**config.mk**
```make
export PLATFORM = sky130hd
export DESIGN_NAME = pipeline_stall_ctrl
export DESIGN_NICKNAME = d
export VERILOG_FILES = /design/src/rtl/pipeline_stall_ctrl.sv
export SDC_FILE = /design/constraint.sdc
export NUM_CORES = 1
export LEC_CHECK = 0
export BUFFER_PORTS_ARGS = -buffer_cell sky130_fd_sc_hd__buf_2
export CORE_ASPECT_RATIO = 1.1
export CORE_MARGIN = 5
export CORE_UTILIZATION = 30
export DETAILED_ROUTE_END_ITERATION = 6
export PLACE_DENSITY = 0.55
export RECOVER_POWER = 50
export SLEW_MARGIN = 20
export SYNTH_ARGS = -nofsm -noshare
export SYNTH_HDL_FRONTEND = slang
export SYNTH_SLANG_ARGS = --single-unit
```
**constraint.sdc**
```tcl
create_clock -name CLK -period 2.8 [get_ports CLK]
set_input_delay 0.28 -clock CLK [delete_from_list [all_inputs] [get_ports CLK]]
set_output_delay 0.28 -clock CLK [all_outputs]
set_load 0.05 [all_outputs]
```
**src/rtl/pipeline_stall_ctrl.sv**
```systemverilog
// Pipeline stall/flush controller for the 5-stage MIPS pipeline: turns hazard,
// cache and branch status into per-stage latch enables/flushes, and keeps stall/flush counters.
module pipeline_stall_ctrl #(
  parameter int CNT_W = 16
) (
  input  logic             CLK,
  input  logic             RST,
  input  logic             lu_stall,
  input  logic             branch_taken,
  input  logic             ihit,
  input  logic             dmem_req,
  input  logic             dhit,
  input  logic             halt_wb,
  output logic             pc_en,
  output logic             ifid_en,
  output logic             idex_en,
  output logic             exmem_en,
  output logic             memwb_en,
  output logic             ifid_flush,
  output logic             idex_flush,
  output logic             exmem_flush,
  output logic             memwb_flush,
  output logic             halted,
  output logic [CNT_W-1:0] stall_cycles,
  output logic [CNT_W-1:0] flush_count
);

  typedef enum logic [1:0] {
    RUN   = 2'd0,
    DWAIT = 2'd1,
    HALT  = 2'd2
  } ctrlState_t;

  ctrlState_t state;
  ctrlState_t nextState;
  logic       memBusy;
  logic       branchFlush;

  // Outstanding data access: a fresh miss in RUN, or an unfinished one in DWAIT.
  always_comb begin
    memBusy = 1'b0;
    case (state)
      RUN:     memBusy = dmem_req & ~dhit;
      DWAIT:   memBusy = ~dhit;
      default: memBusy = 1'b0;
    endcase
  end

  always_comb begin
    // NOTE: every output gets a default before any branch so no path can infer a latch.
    nextState   = state;
    pc_en       = 1'b0;
    ifid_en     = 1'b0;
    idex_en     = 1'b0;
    exmem_en    = 1'b0;
    memwb_en    = 1'b0;
    ifid_flush  = 1'b0;
    idex_flush  = 1'b0;
    exmem_flush = 1'b0;
    memwb_flush = 1'b0;
    branchFlush = 1'b0;
    halted      = (state == HALT);

    if (!RST && state != HALT) begin
      if (state == RUN && halt_wb) begin
        nextState = HALT;
      end else if (memBusy) begin
        // Freeze the front of the pipe and push a bubble into WB.
        nextState   = DWAIT;
        memwb_en    = 1'b1;
        memwb_flush = 1'b1;
      end else begin
        nextState = RUN;
        if (branch_taken) begin
          pc_en       = 1'b1;
          ifid_en     = 1'b1;
          idex_en     = 1'b1;
          exmem_en    = 1'b1;
          memwb_en    = 1'b1;
          ifid_flush  = 1'b1;
          idex_flush  = 1'b1;
          exmem_flush = 1'b1;
          branchFlush = 1'b1;
        end else if (lu_stall) begin
          // Load-use wins over a fetch miss: IF/ID holds its instruction.
          idex_en    = 1'b1;
          idex_flush = 1'b1;
          exmem_en   = 1'b1;
          memwb_en   = 1'b1;
        end else if (!ihit) begin
          ifid_en    = 1'b1;
          ifid_flush = 1'b1;
          idex_en    = 1'b1;
          exmem_en   = 1'b1;
          memwb_en   = 1'b1;
        end else begin
          pc_en    = 1'b1;
          ifid_en  = 1'b1;
          idex_en  = 1'b1;
          exmem_en = 1'b1;
          memwb_en = 1'b1;
        end
      end
    end
  end

  // NOTE: sequential state uses non-blocking assignments so all registers update together.
  always_ff @(posedge CLK) begin
    if (RST) begin
      state        <= RUN;
      stall_cycles <= '0;
      flush_count  <= '0;
    end else begin
      state <= nextState;
      if (!pc_en && state != HALT && stall_cycles != '1)
        stall_cycles <= stall_cycles + CNT_W'(1);
      if (branchFlush && flush_count != '1)
        flush_count <= flush_count + CNT_W'(1);
    end
  end

endmodule
```
==> metrics.md <==
| Metric | Value |
|---|---|
| Proportion of power drawn by combinational gates | 12.6% |
| Post-route ant nets | 0 |
| Total track usage | between 10% and 20% |
| Kind of capture point of the worst setup path | register |
| Area overhead of the layout relative to synthesis | 20.82% |
| Routed vias/inst | 4.948 |
| Bufs on Longest Clock Path | 2 |
| Power density of the placed cells | 494.9 nW/µm² |
| Min cycle time layout | approximately 2.2 ns |
| Most frequent cells in the layout | sky130_fd_sc_hd__clkbuf_1, sky130_fd_sc_hd__dfxtp_1, sky130_fd_sc_hd__nor2_1 |
| Core Box Area | 5806 µm² |
| Worst path top cell family by delay | simple AND/OR/NAND/NOR gates |
| Post-synthesis cell type count | 47 |
| Count of clock tree sinks | 34 |
| Initial cell density of the core | a little under a third |
| Proportion of register bits with asynchronous set or reset after synthesis | 0% |
| CTS resizes | 0 |
| Remaining DRCs | 0 |
| Post-Synthesis Mean Instance Area | 8.425 µm² |
| Count of flip-flops with a built-in enable after synthesis | 0 |
| Share of layout cells above drive strength 1 | a little over an eighth |
| Data required, critical path | between 2 and 3 ns |
| Initial antenna violation count | 0 |
| Post-CTS setup buffers | 0 |
| Leakage power of the design | 0.0007613 µW |
| Area enclosed by the die boundary | 7662 µm² |
| Inserted Clock Buffers | 5 |
| Worst Tran Pin Value | 0.6166 ns |
| Most crowded layer after global routing | met2 |
| Run status | finished clean |
| Final antenna diode count | 0 |
| CTS root buffer | sky130_fd_sc_hd__clkbuf_8 |
| Worst path slowest cell | sky130_fd_sc_hd__or4_4 |
| Clock network power share | 40.9% |
| Global routing met3 resource utilization | 2.986% |
| # nets final | 275 |
| Part of the power in registers | 46.5% |
| GRT Residual Overflow | 0 |
| Post-detailed-placement cell area | 2121 µm² |
| GR Layer Usage met1 | 13.75% |
| Data arrival at the endpoint of the critical path | 2.35 ns |
| Number of cells produced by synthesis | 214 |
| Hold buffer count at CTS | 0 |
| Top flip-flop cell by instance count after synthesis | sky130_fd_sc_hd__dfxtp_1 |
| Final period utilization | 77.85% |
| Worst-skew pair later-pin latency | 0.28 ns |
| Unrepaired setup endpoints after global routing | no |
| Pin count of the biggest net entering global routing | 36 |
| Total number of vias | approximately 1700 |
| Net switching power | 289.0 µW |
| Die height | 91.31 µm |
| Total nets after synthesis | around 220 |
| DR pass1 iterations | 4 |
| Die X | 83.92 µm |
| Switching portion of total power | a little over a quarter |
| Detailed placement HPWL | 3152 µm |
| CTS clk-pin slew, worst paths | 0.07 ns |
| Setup TNS after final layout | 0 ns |
| Worst stage delay on the critical path | about 0.56 ns |
| Int Power | 789.1 µW |
| Global-route track usage on met2 | roughly a fifth |
| Wire length of the first global-routing pass | 7376 µm |
| Clock tree from TritonCTS | built |
| Worst clock skew | 0.004402 ns |
| Critical path cell sequence | ha_1 -> nand3_1 -> or4_4 -> o211ai_4 -> nor4_1 -> mux2_1 |
| H-tree depth | 2 |
| Biggest fanout along the worst timing path | 18 |
| Nature of the critical path startpoint | register |
| Max_cap viols | 0 |
| WS Path Type | register to register |
| Io pins | 50 |
| Number of DRC markers after the initial detailed-route iteration | 45 |
| Drt total wl | about 4300 µm |
| Final count of hold timing violations | 0 |
| Leading cell type in the layout, fill and taps excluded | sky130_fd_sc_hd__clkbuf_1 |
| Seq cells post-synth | 34 |
| Synthesis Warnings | 0 |
| Class of the most critical hold timing path | primary input to register |
| # setup viols final | 0 |
| Sequential-to-total area share from yosys stat | between 30% and 40% |
| Worst slew margin relative to its limit | 59.07% |
| Achievable clock frequency | between 0.4 and 0.5 GHz |
| Number of I/O port buffers | 49 |
| Maximum VDD drop | 213.6 µV |
| Final instance area | 2178 µm² |
| Number of global-route vias before repair | 1634 |
| Routability congestion estimate | approximately 0.76 |
| Count of final max-slew check failures | 0 |
| WL/cell | 12.45 µm |
| Buffers & Inverters on Critical Path | 0 |
| Total number of placement rows | 29 |
| Netlist Area Pre-Place | 1803 µm² |
## cell type report
cell class	instances	area (µm²)
inverters	11	41.29
repair buffers	51	215.2
well taps	77	96.34
multi-input cells	162	1039
flip-flops and latches	34	680.7
fillers	637	3627
clock inverters	1	30.03
clock buffers	7	76.32
## cells in the mapped netlist (2+ instances only)
library cell	count	area, µm²
sky130_fd_sc_hd__nand2_1	17	63.81
sky130_fd_sc_hd__or3_1	7	43.79
sky130_fd_sc_hd__nor4_1	4	25.02
sky130_fd_sc_hd__inv_1	10	37.54
sky130_fd_sc_hd__nand3_1	10	50.05
sky130_fd_sc_hd__nor2_1	30	112.6
sky130_fd_sc_hd__nor3_1	4	20.02
sky130_fd_sc_hd__xnor2_1	8	70.07
sky130_fd_sc_hd__o21ai_1	5	25.02
sky130_fd_sc_hd__o21a_1	2	15.01
sky130_fd_sc_hd__or4_1	2	15.01
sky130_fd_sc_hd__xor2_1	2	17.52
sky130_fd_sc_hd__nor2b_1	3	18.77
sky130_fd_sc_hd__a21o_1	2	15.01
sky130_fd_sc_hd__o21ai_0	3	15.01
sky130_fd_sc_hd__o211ai_4	2	42.54
sky130_fd_sc_hd__mux2i_1	2	20.02
sky130_fd_sc_hd__nand4_1	8	50.05
sky130_fd_sc_hd__nor4_4	2	42.54
sky130_fd_sc_hd__a31oi_1	2	12.51
sky130_fd_sc_hd__clkbuf_1	4	15.01
sky130_fd_sc_hd__or2_2	2	12.51
sky130_fd_sc_hd__dfxtp_1	34	680.7
sky130_fd_sc_hd__mux2_1	3	33.78
sky130_fd_sc_hd__a21oi_1	17	85.08
sky130_fd_sc_hd__a211oi_1	2	15.01
sky130_fd_sc_hd__and3_1	5	31.28
sky130_fd_sc_hd__ha_1	2	25.02
sky130_fd_sc_hd__o41ai_1	2	17.52
## flip-flops by register name, summed over array words and instances (netlist names)
| name | count |
|---|---|
| stall_cycles | 16 |
| state | 2 |
| flush_count | 16 |
## cell families (layout without fill, tap and decap cells)
family | after synthesis | count (layout) | share of synthesized area [%]
buffers and inverters | 18 | 70 | 4.441
XOR/XNOR | 10 | 10 | 4.858
AND/OR/NAND/NOR | 100 | 100 | 30.46
adder cells (fa/ha/maj) | 2 | 2 | 1.388
multiplexers | 5 | 5 | 2.984
flip-flops | 34 | 34 | 37.75
AO/OA/AOI/OAI | 45 | 45 | 18.11
## power by group through the flow
stage | Sequential (µW) | Combinational (µW) | Clock (µW)
after floorplan | 533 | 88.3 | 0
after global placement | 511 | 140 | 0
after detailed placement | 513 | 140 | 0
after CTS | 501 | 141 | 460
after global routing | 503 | 147 | 476
final | 502 | 135 | 441
## worst register-to-register path, cell delays in order (launching register included)
cell and delay (ns):
sky130_fd_sc_hd__dfxtp_1 0.41, sky130_fd_sc_hd__ha_1 0.24, sky130_fd_sc_hd__nand3_1 0.24, sky130_fd_sc_hd__or4_4 0.56
sky130_fd_sc_hd__o211ai_4 0.21, sky130_fd_sc_hd__nor4_1 0.11, sky130_fd_sc_hd__mux2_1 0.31
## layer usage
metal | wire, µm | vias to the layer above
met5 | 0 | -
met3 | 169 | 4
met1 | 2001 | 785
li1 | - | 874
met2 | 2071 | 34
met4 | 27 | 0
## worst paths after layout
path	to	cells past startpoint	slack (ns)	start
min reg2reg	stall_cycles[14]	2	0.52	stall_cycles[14]
max reg2reg	stall_cycles[8]	6	0.62	stall_cycles[1]
max	stall_cycles[8]	6	0.62	stall_cycles[1]
min	flush_count[15]	3	0.35	RST
## metrics by stage
step	std cells	util, %	worst slack [ns]	hold slack (ns)	total power, µW
2_1_floorplan	214	-	0.4565	0.4843	621.6
3_3_place_gp	335	36.53	0.6607	0.5048	651.4
3_5_place_dp	335	36.53	0.6181	0.5095	652.7
4_1_cts	343	38.36	0.6050	0.3261	1102
5_1_grt	343	37.52	0.4091	0.3450	1126
6_report	343	37.52	0.6201	0.3498	1078
No activity file was read; power rests on OpenSTA's default activity.
